`src/rtl/loader_pkg.sv`:
```
// Shared encodings for the boot-time instruction loader and its UART receiver.
package loader_pkg;

    typedef enum logic [2:0] {
        ST_SYNC,
        ST_LEN,
        ST_DATA,
        ST_CSUM,
        ST_DONE,
        ST_ERR
    } ld_state_e;

    typedef enum logic [1:0] {
        RX_IDLE,
        RX_START,
        RX_DATA,
        RX_STOP
    } rx_state_e;

    localparam logic [7:0] SYNC_BYTE      = 8'hA5;
    localparam int         BYTES_PER_WORD = 4;

endpackage

```
`src/rtl/uart_rx.sv`:
```
// 8N1 UART receiver: one-cycle byte_valid with byte_data/frame_err, just after the stop-bit
// midpoint plus synchronizer delay. No backpressure: each byte is presented once.
module uart_rx
    import loader_pkg::*;
#(
    parameter int CLKS_PER_BIT = 434
) (
    input  logic       clock,
    input  logic       clear,
    input  logic       rx,
    output logic       byte_valid,
    output logic [7:0] byte_data,
    output logic       frame_err
);

    localparam int CW = $clog2(CLKS_PER_BIT);
    localparam logic [CW-1:0] HALF = CW'(CLKS_PER_BIT / 2 - 1);
    localparam logic [CW-1:0] FULL = CW'(CLKS_PER_BIT - 1);

    logic            rx_s1_q, rx_s2_q, rx_s3_q;
    rx_state_e       state_q, state_d;
    logic [CW-1:0]   cnt_q, cnt_d;
    logic [2:0]      bit_q, bit_d;
    logic [7:0]      shift_q, shift_d;
    logic            valid_q, valid_d;
    logic            ferr_q, ferr_d;

    always_ff @(posedge clock or negedge clear) begin
        if (!clear) begin
            rx_s1_q <= 1'b1;
            rx_s2_q <= 1'b1;
            rx_s3_q <= 1'b1;
            state_q <= RX_IDLE;
            cnt_q   <= '0;
            bit_q   <= '0;
            shift_q <= '0;
            valid_q <= 1'b0;
            ferr_q  <= 1'b0;
        end else begin
            rx_s1_q <= rx;
            rx_s2_q <= rx_s1_q;
            rx_s3_q <= rx_s2_q;
            state_q <= state_d;
            cnt_q   <= cnt_d;
            bit_q   <= bit_d;
            shift_q <= shift_d;
            valid_q <= valid_d;
            ferr_q  <= ferr_d;
        end
    end

    always_comb begin
        state_d = state_q;
        cnt_d   = cnt_q;
        bit_d   = bit_q;
        shift_d = shift_q;
        valid_d = 1'b0;
        ferr_d  = ferr_q;
        case (state_q)
            RX_IDLE: begin
                // Edge (not level) detect so a low line after a bad stop bit cannot re-trigger
                if (rx_s3_q && !rx_s2_q) begin
                    state_d = RX_START;
                    cnt_d   = '0;
                end
            end
            RX_START: begin
                if (cnt_q == HALF) begin
                    cnt_d   = '0;
                    bit_d   = '0;
                    state_d = rx_s2_q ? RX_IDLE : RX_DATA;
                end else begin
                    cnt_d = cnt_q + CW'(1);
                end
            end
            RX_DATA: begin
                if (cnt_q == FULL) begin
                    cnt_d   = '0;
                    shift_d = {rx_s2_q, shift_q[7:1]};
                    bit_d   = bit_q + 3'd1;
                    if (bit_q == 3'd7) state_d = RX_STOP;
                end else begin
                    cnt_d = cnt_q + CW'(1);
                end
            end
            RX_STOP: begin
                if (cnt_q == FULL) begin
                    cnt_d   = '0;
                    valid_d = 1'b1;
                    ferr_d  = !rx_s2_q;
                    state_d = RX_IDLE;
                end else begin
                    cnt_d = cnt_q + CW'(1);
                end
            end
            default: state_d = RX_IDLE;
        endcase
    end

    assign byte_valid = valid_q;
    assign byte_data  = shift_q;
    assign frame_err  = ferr_q;

endmodule

```
`src/rtl/imem_loader.sv`:
```
// Loads a checksummed UART program image into IRAM and releases the core once verified.
// Write strobe one cycle after a word's 4th byte; status one cycle after the deciding byte. No backpressure.
module imem_loader
    import loader_pkg::*;
#(
    parameter int CLKS_PER_BIT = 434,
    parameter int ADDR_WIDTH   = 8
) (
    input  logic                  clock,
    input  logic                  clear,
    input  logic                  rx,
    output logic [ADDR_WIDTH-1:0] iram_addr,
    output logic [31:0]           iram_data,
    output logic                  iram_wren,
    output logic                  core_clear,
    output logic                  done,
    output logic                  error
);

    localparam int AW = ADDR_WIDTH;

    logic       byte_valid;
    logic [7:0] byte_data;
    logic       frame_err;

    uart_rx #(
        .CLKS_PER_BIT(CLKS_PER_BIT)
    ) u_rx (
        .clock      (clock),
        .clear      (clear),
        .rx         (rx),
        .byte_valid (byte_valid),
        .byte_data  (byte_data),
        .frame_err  (frame_err)
    );

    ld_state_e      state_q, state_d;
    logic [AW-1:0]  len_q, len_d;
    logic [AW-1:0]  addr_q, addr_d;
    logic [1:0]     byte_cnt_q, byte_cnt_d;
    logic [7:0]     csum_q, csum_d;
    logic [31:0]    data_q, data_d;
    logic           wren_q, wren_d;

    always_ff @(posedge clock or negedge clear) begin
        if (!clear) begin
            state_q    <= ST_SYNC;
            len_q      <= '0;
            addr_q     <= '0;
            byte_cnt_q <= '0;
            csum_q     <= '0;
            data_q     <= '0;
            wren_q     <= 1'b0;
        end else begin
            state_q    <= state_d;
            len_q      <= len_d;
            addr_q     <= addr_d;
            byte_cnt_q <= byte_cnt_d;
            csum_q     <= csum_d;
            data_q     <= data_d;
            wren_q     <= wren_d;
        end
    end

    always_comb begin
        state_d    = state_q;
        len_d      = len_q;
        addr_d     = addr_q;
        byte_cnt_d = byte_cnt_q;
        csum_d     = csum_q;
        data_d     = data_q;
        wren_d     = 1'b0;
        // Address advances only after the write cycle so it stays stable under the strobe
        if (wren_q) addr_d = addr_q + AW'(1);
        if (byte_valid) begin
            if (frame_err) begin
                if (state_q != ST_DONE) state_d = ST_ERR;
            end else begin
                case (state_q)
                    ST_SYNC: begin
                        if (byte_data == SYNC_BYTE) state_d = ST_LEN;
                    end
                    ST_LEN: begin
                        len_d      = AW'(byte_data);
                        addr_d     = '0;
                        byte_cnt_d = '0;
                        csum_d     = '0;
                        state_d    = ST_DATA;
                    end
                    ST_DATA: begin
                        data_d     = {byte_data, data_q[31:8]};
                        csum_d     = csum_q ^ byte_data;
                        byte_cnt_d = byte_cnt_q + 2'd1;
                        if (byte_cnt_q == 2'(BYTES_PER_WORD - 1)) begin
                            wren_d = 1'b1;
                            // len 0 wraps to all-ones, giving the full 2^AW-word image
                            if (addr_q == len_q - AW'(1)) state_d = ST_CSUM;
                        end
                    end
                    ST_CSUM: begin
                        state_d = (byte_data == csum_q) ? ST_DONE : ST_ERR;
                    end
                    ST_DONE: begin
                        state_d = ST_DONE;
                    end
                    ST_ERR: begin
                        if (byte_data == SYNC_BYTE) state_d = ST_LEN;
                    end
                    default: state_d = ST_SYNC;
                endcase
            end
        end
    end

    assign iram_addr  = addr_q;
    assign iram_data  = data_q;
    assign iram_wren  = wren_q;
    assign core_clear = (state_q == ST_DONE);
    assign done       = (state_q == ST_DONE);
    assign error      = (state_q == ST_ERR);

endmodule

```
`config.mk`:
```
export PLATFORM = sky130hd
export DESIGN_NAME = imem_loader
export DESIGN_NICKNAME = d
export VERILOG_FILES = /design/src/rtl/loader_pkg.sv /design/src/rtl/uart_rx.sv /design/src/rtl/imem_loader.sv
export SDC_FILE = /design/constraint.sdc
export NUM_CORES = 1
export LEC_CHECK = 0
export BUFFER_PORTS_ARGS = -buffer_cell sky130_fd_sc_hd__buf_2
export CAP_MARGIN = 20
export CORE_MARGIN = 2
export CORE_UTILIZATION = 61
export CTS_BUF_LIST = sky130_fd_sc_hd__clkbuf_4
export DETAILED_ROUTE_END_ITERATION = 10
export MAX_ROUTING_LAYER = met4
export PLACE_DENSITY_LB_ADDON = 0.08
export REMOVE_ABC_BUFFERS = 1
export SLEW_MARGIN = 20
export SYNTH_ARGS = -nofsm -noshare
export SYNTH_HDL_FRONTEND = slang
export SYNTH_SLANG_ARGS = --single-unit
```
`constraint.sdc`:
```
create_clock -name clock -period 2.32 [get_ports clock]
set_clock_uncertainty 0.15 [all_clocks]
set_input_delay 0.464 -clock clock [delete_from_list [all_inputs] [get_ports clock]]
set_output_delay 0.464 -clock clock [all_outputs]
set_load 0.03 [all_outputs]
```
-- After elaboration in Yosys (flattened, before gate mapping)
Index checks and enable logic that the tools add are counted.
- add/subtract/negate cells: 5
- equal/unequal tests: 25
- muxes and demuxes: 33
- bitwise logic cells: 2
- reduce and logical (&&, ||, !) cells: 16
- operator list (kind ; number):
    $mux W8 ; 4
    $mux W9 ; 3
    $pmux W9 S3 ; 1
    $mux W3 ; 7
    $eq A8 B8 Y1 ; 2
    $pmux W8 S2 ; 1
    $pmux W3 S5 ; 1
    $mux W2 ; 6
    $reduce_and A3 Y1 ; 4
    $ne A2 B1 Y1 const B ; 5
    $reduce_and A5 Y1 ; 2
    $add A9 B1 Y9 const B ; 1
    $eq A3 B3 Y1 const B ; 3
    $eq A9 B8 Y1 const B ; 1
    $eq A9 B9 Y1 const B ; 1
    $add A8 B1 Y8 const B ; 1
    $eq A8 B8 Y1 const B ; 1
    $pmux W2 S4 ; 1
    $sub A8 B1 Y8 const B ; 1
    $xor A8 B8 Y8 ; 1
    $mux W1 ; 7
    $eq A2 B2 Y1 const B ; 3
    $eq A3 B2 Y1 const B ; 2
    $ne A3 B2 Y1 const B ; 2
    17 further kinds ; 20
- register bits: 89
- output and inout port bits: 44

-- Longest topological paths before layout
- word-level depth: 6
- depth in mapped cells: 8
- gate-level depth less buffers: 7

-- Cells and area by module
From an unflattened synthesis, not the netlist that was laid out.
- cells, all modules: 451
- area total of the unflattened synthesis: 4307.9 um2
- modules (own cells, without submodules) (module ; times used ; cells an instance ; area each (um2)):
    imem_loader ; 1 ; 331 ; 2940.3
    uart_rx ; 1 ; 120 ; 1367.6

-- Least setup slack after synthesis
No wires, ideal clock.
- path kind: register to register
- start point: register len_q[0]
- end point: register state_q[0]
- arrival time: 1.751 ns
- slack: 0.293 ns
- stages on the path, launching flop included: 9
- clock period less this slack: 2.027 ns
- cell sequence: dfrtp_1 inv_1 ha_1 buf_6 xor3_1 o32ai_1 a221o_1 a211oi_2 nor4_2
- word-level cells in the longest chain between the ends: 4
- ends and longest elaborated chain (what ; line ; RTL):
    start, declared ; imem_loader.sv:38 ; logic [AW-1:0] len_q, len_d;
    start signal, assigned ; imem_loader.sv:56 ; len_q <= len_d;
    $sub A8 B1 Y8 ; imem_loader.sv:97 ; if (addr_q == len_q - AW'(1)) state_d = ST_CSUM;
    $eq A8 B8 Y1 ; imem_loader.sv:97 ;
    $ne A3 B2 Y1 (no line) ; -- ;
    $reduce_and A5 Y1 (no line) ; -- ;
    end signal, assigned ; imem_loader.sv:55 ; state_q <= state_d;
    end, declared ; imem_loader.sv:37 ; ld_state_e state_q, state_d;
Every way passes these cells.
A chain may end at the register's enable or synchronous reset.

-- Final worst setup path
- start point: register state_q[0]
- end point: output error
- word-level cells in the longest chain between the ends: 1
- ends and longest elaborated chain (what ; line ; RTL):
    $eq A3 B3 Y1 ; imem_loader.sv:120 ; assign error = (state_q == ST_ERR);
    end, declared ; imem_loader.sv:17 ; output logic error
Every way passes these cells.

==> flow_summary.ini <==
[run_status]
status = complete, no violations

[cts]
cts_buffers = 9
cts-root-buf = clkbuf_4
htree_num_levels = 3
clkSlewWorstSetupHoldPaths_ns = 0.13
insertion_delay_ns = 0.43
cts_setup_buffers = 0
cts_sinks = 89
clockBufferDepth = 2
cts_tree = done

[synth]
synth_largest_area_cell = dfrtp_1
yosys_warnings = 0
synth_edf_count = 0
synth.distinct_cells = 57
synthCells = 440
synth_common_cells = nand2_1 (116), dfrtp_1 (86), o21ai_0 (30)
yosysSeqAreaShare = 0.517
yosys-top-cells-area = dfrtp_1 (50%), nand2_1 (10%), mux2_2 (3.7%)
postSynthAreaPerCell_um2 = 9.81
yosysMostFrequentCell = nand2_1
async_reset_ff_frac = 1.00
syn_area_um2 = 4320
synth_top_area_frac = 0.499
synth_seq_cells = 89
synth_flop_cell = dfrtp_1

[floorplanning]
fp.dieW_um = 88.1
pin_count = 47
start_util = 0.632
core_um2 = 6830
fp-row-count = 30
die_area_um2 = 7760
die-height_um = 88.1

[worst_setup_path]
cp_data_arrival_time_ns = 1.55
crit_required_ns = 1.71
critPathMaxFanout = 6
worstSetupPathType = reg2out
start_kind = flop
endpoint_kind = primary output

[power_and_ir_drop]
pwr_density_cell_nw_per_um2 = 634
leakagePower_uw = 0.00254
power_uw = 3050
ir_drop_mv = 0.513

[timing]
min_period_over_period = 0.931
fin_crit_ns = 2.16
setup_ws_ns = 0.159
fin_tns_setup_ns = 0
slew_headroom = 0.498
slew_viol_final = 0
worst_slew_pin_slew_ns = 0.749
finalHoldViolations = 0
holdWs_ns = 0.215
setup_viol = 0
rsz0062_at_grt = no
max_freq_ghz = 0.463

[cells_and_area]
drive_gt1_frac = 0.200
postLayoutCoreUtil = 0.703
nNetsFinal = 504
area_growth_pct = 11.4
antennaDiodeCount = 0

[routing]
wirelength_um = 8300
dr.pass1.iters = 4
drtIter0Drc = 174
vias_per_cell = 5.53
wl_per_cell_um = 14.1
vias = 3261
remaining_drc_errors = 0
ant_nets = 0

[worst_hold_path]
min_path_type = reg2reg

[place]
place_ws_ns = 0.0912
port_buffers = 46
hpwl_um = 5800
place_congestion = 0.855

[global_route]
grt_pass1_wl_um = 14200
globalRouteOverflowTotal = 0
grt.total_usage = 0.241
grt_pass1_vias = 3046
grt_max_degree = 42
antenna_found_initial = 0

[run]
cap_viol_max_count = 0
[layer usage]
| layer | GRT usage | up-vias | wire (um) |
|---|---|---|---|
| li1 | - | 1593 | - |
| met3 | 0.0311 | 11 | 280 |
| met1 | 0.332 | 1590 | 3990 |
| met4 | 0.0923 | 0 | 133 |
| met2 | 0.367 | 67 | 3900 |
| met5 | - | - | 0 |
[cell type report]
class,count,area [um^2]
fill,547,2030
sequential,89,2230
tap,96,120
inverter,17,63.8
multi-input combinational,315,1920
clock buffer,10,75.1
clock inverter,6,66.3
timing repair buffer,57,333
[power breakdown]
| group | internal [uW] | total (uW) | switching, uW |
|---|---|---|---|
| clock | 343 | 868 | 525 |
| sequential | 1600 | 1650 | 45.6 |
| combinational | 201 | 535 | 334 |
[repair_timing]
item / 4_1_cts / 5_1_grt
endpoints found under the setup margin: 0 / 10
hold endpoints to repair: 34 / 0
hold buffers: 2 / 0
gates resized for setup: 0 / 2
[per-stage QoR]
stage / instances / instance area (um^2)
CTS: 590 / 4800
floorplan: 421 / 4210
finish: 590 / 4810
global route: 590 / 4810
detailed placement: 572 / 4640
global placement: 572 / 4640
[layout by cell type (no fill, tap or decap), types with 4 or more instances in the layout]
cell type,instances
nand2_1,116
dfrtp_1,86
buf_2,45
o21ai_0,29
nor2_1,27
inv_1,17
xnor2_1,14
mux2_2,14
ha_1,11
clkbuf_4,10
buf_4,9
nand3_1,7
xor2_1,7
and3_1,6
nand4_1,6
a22o_1,6
a21oi_1,5
nand2b_1,5
o31ai_1,5
and2_1,4
mux2i_1,4
nor3_1,4
[flip-flops by register name (all words and copies together), names as in the netlist, named ones only]
name	flops
iram_data	32
u_rx.cnt_q	9
csum_q	8
iram_addr	8
len_q	8
u_rx.byte_data	8
state_q	3
u_rx.bit_q	3
byte_cnt_q	2
iram_wren	1
u_rx.byte_valid	1
u_rx.frame_err	1
u_rx.rx_s1_q	1
u_rx.rx_s2_q	1
u_rx.rx_s3_q	1
u_rx.state_q	1
[path summary, 6_finish.rpt]
kind / to / cells past startpoint / from / slack (ns)
setup / recovery: error / 4 / state_q[0]$_DFFE_PN0P_ / 0.16
hold / removal: u_rx.rx_s2_q$_DFF_PN1_ / 0 / u_rx.rx_s1_q$_DFF_PN1_ / 0.21
setup reg to reg: state_q[0]$_DFFE_PN0P_ / 7 / len_q[0]$_DFFE_PN0P_ / 0.21
hold reg to reg: u_rx.rx_s2_q$_DFF_PN1_ / 0 / u_rx.rx_s1_q$_DFF_PN1_ / 0.21
max in group asynchronous: u_rx.rx_s3_q$_DFF_PN1_ / 3 / clear / 0.99
min in group asynchronous: iram_data[0]$_DFFE_PN0P_ / 2 / clear / 0.36
[critical path, cell delays in order, from the launching register on]
cell and delay, ns:
dfrtp_1 0.44, inv_1 0.12, nor2_1 0.20, and2_1 0.18, buf_2 0.20
[kinds of logic (layout without fill, tap and decap cells)]
logic type / Yosys count / in the layout / synth area share
AND/OR/NAND/NOR: 195 / 195 / 0.208
flip-flops: 89 / 89 / 0.517
AO/OA/AOI/OAI: 67 / 67 / 0.101
buffers and inverters: 36 / 90 / 0.0397
XOR/XNOR: 23 / 23 / 0.0533
multiplexers: 18 / 18 / 0.0458
adder cells (fa/ha/maj): 12 / 12 / 0.0348
(Power assumes the default switching activity.)
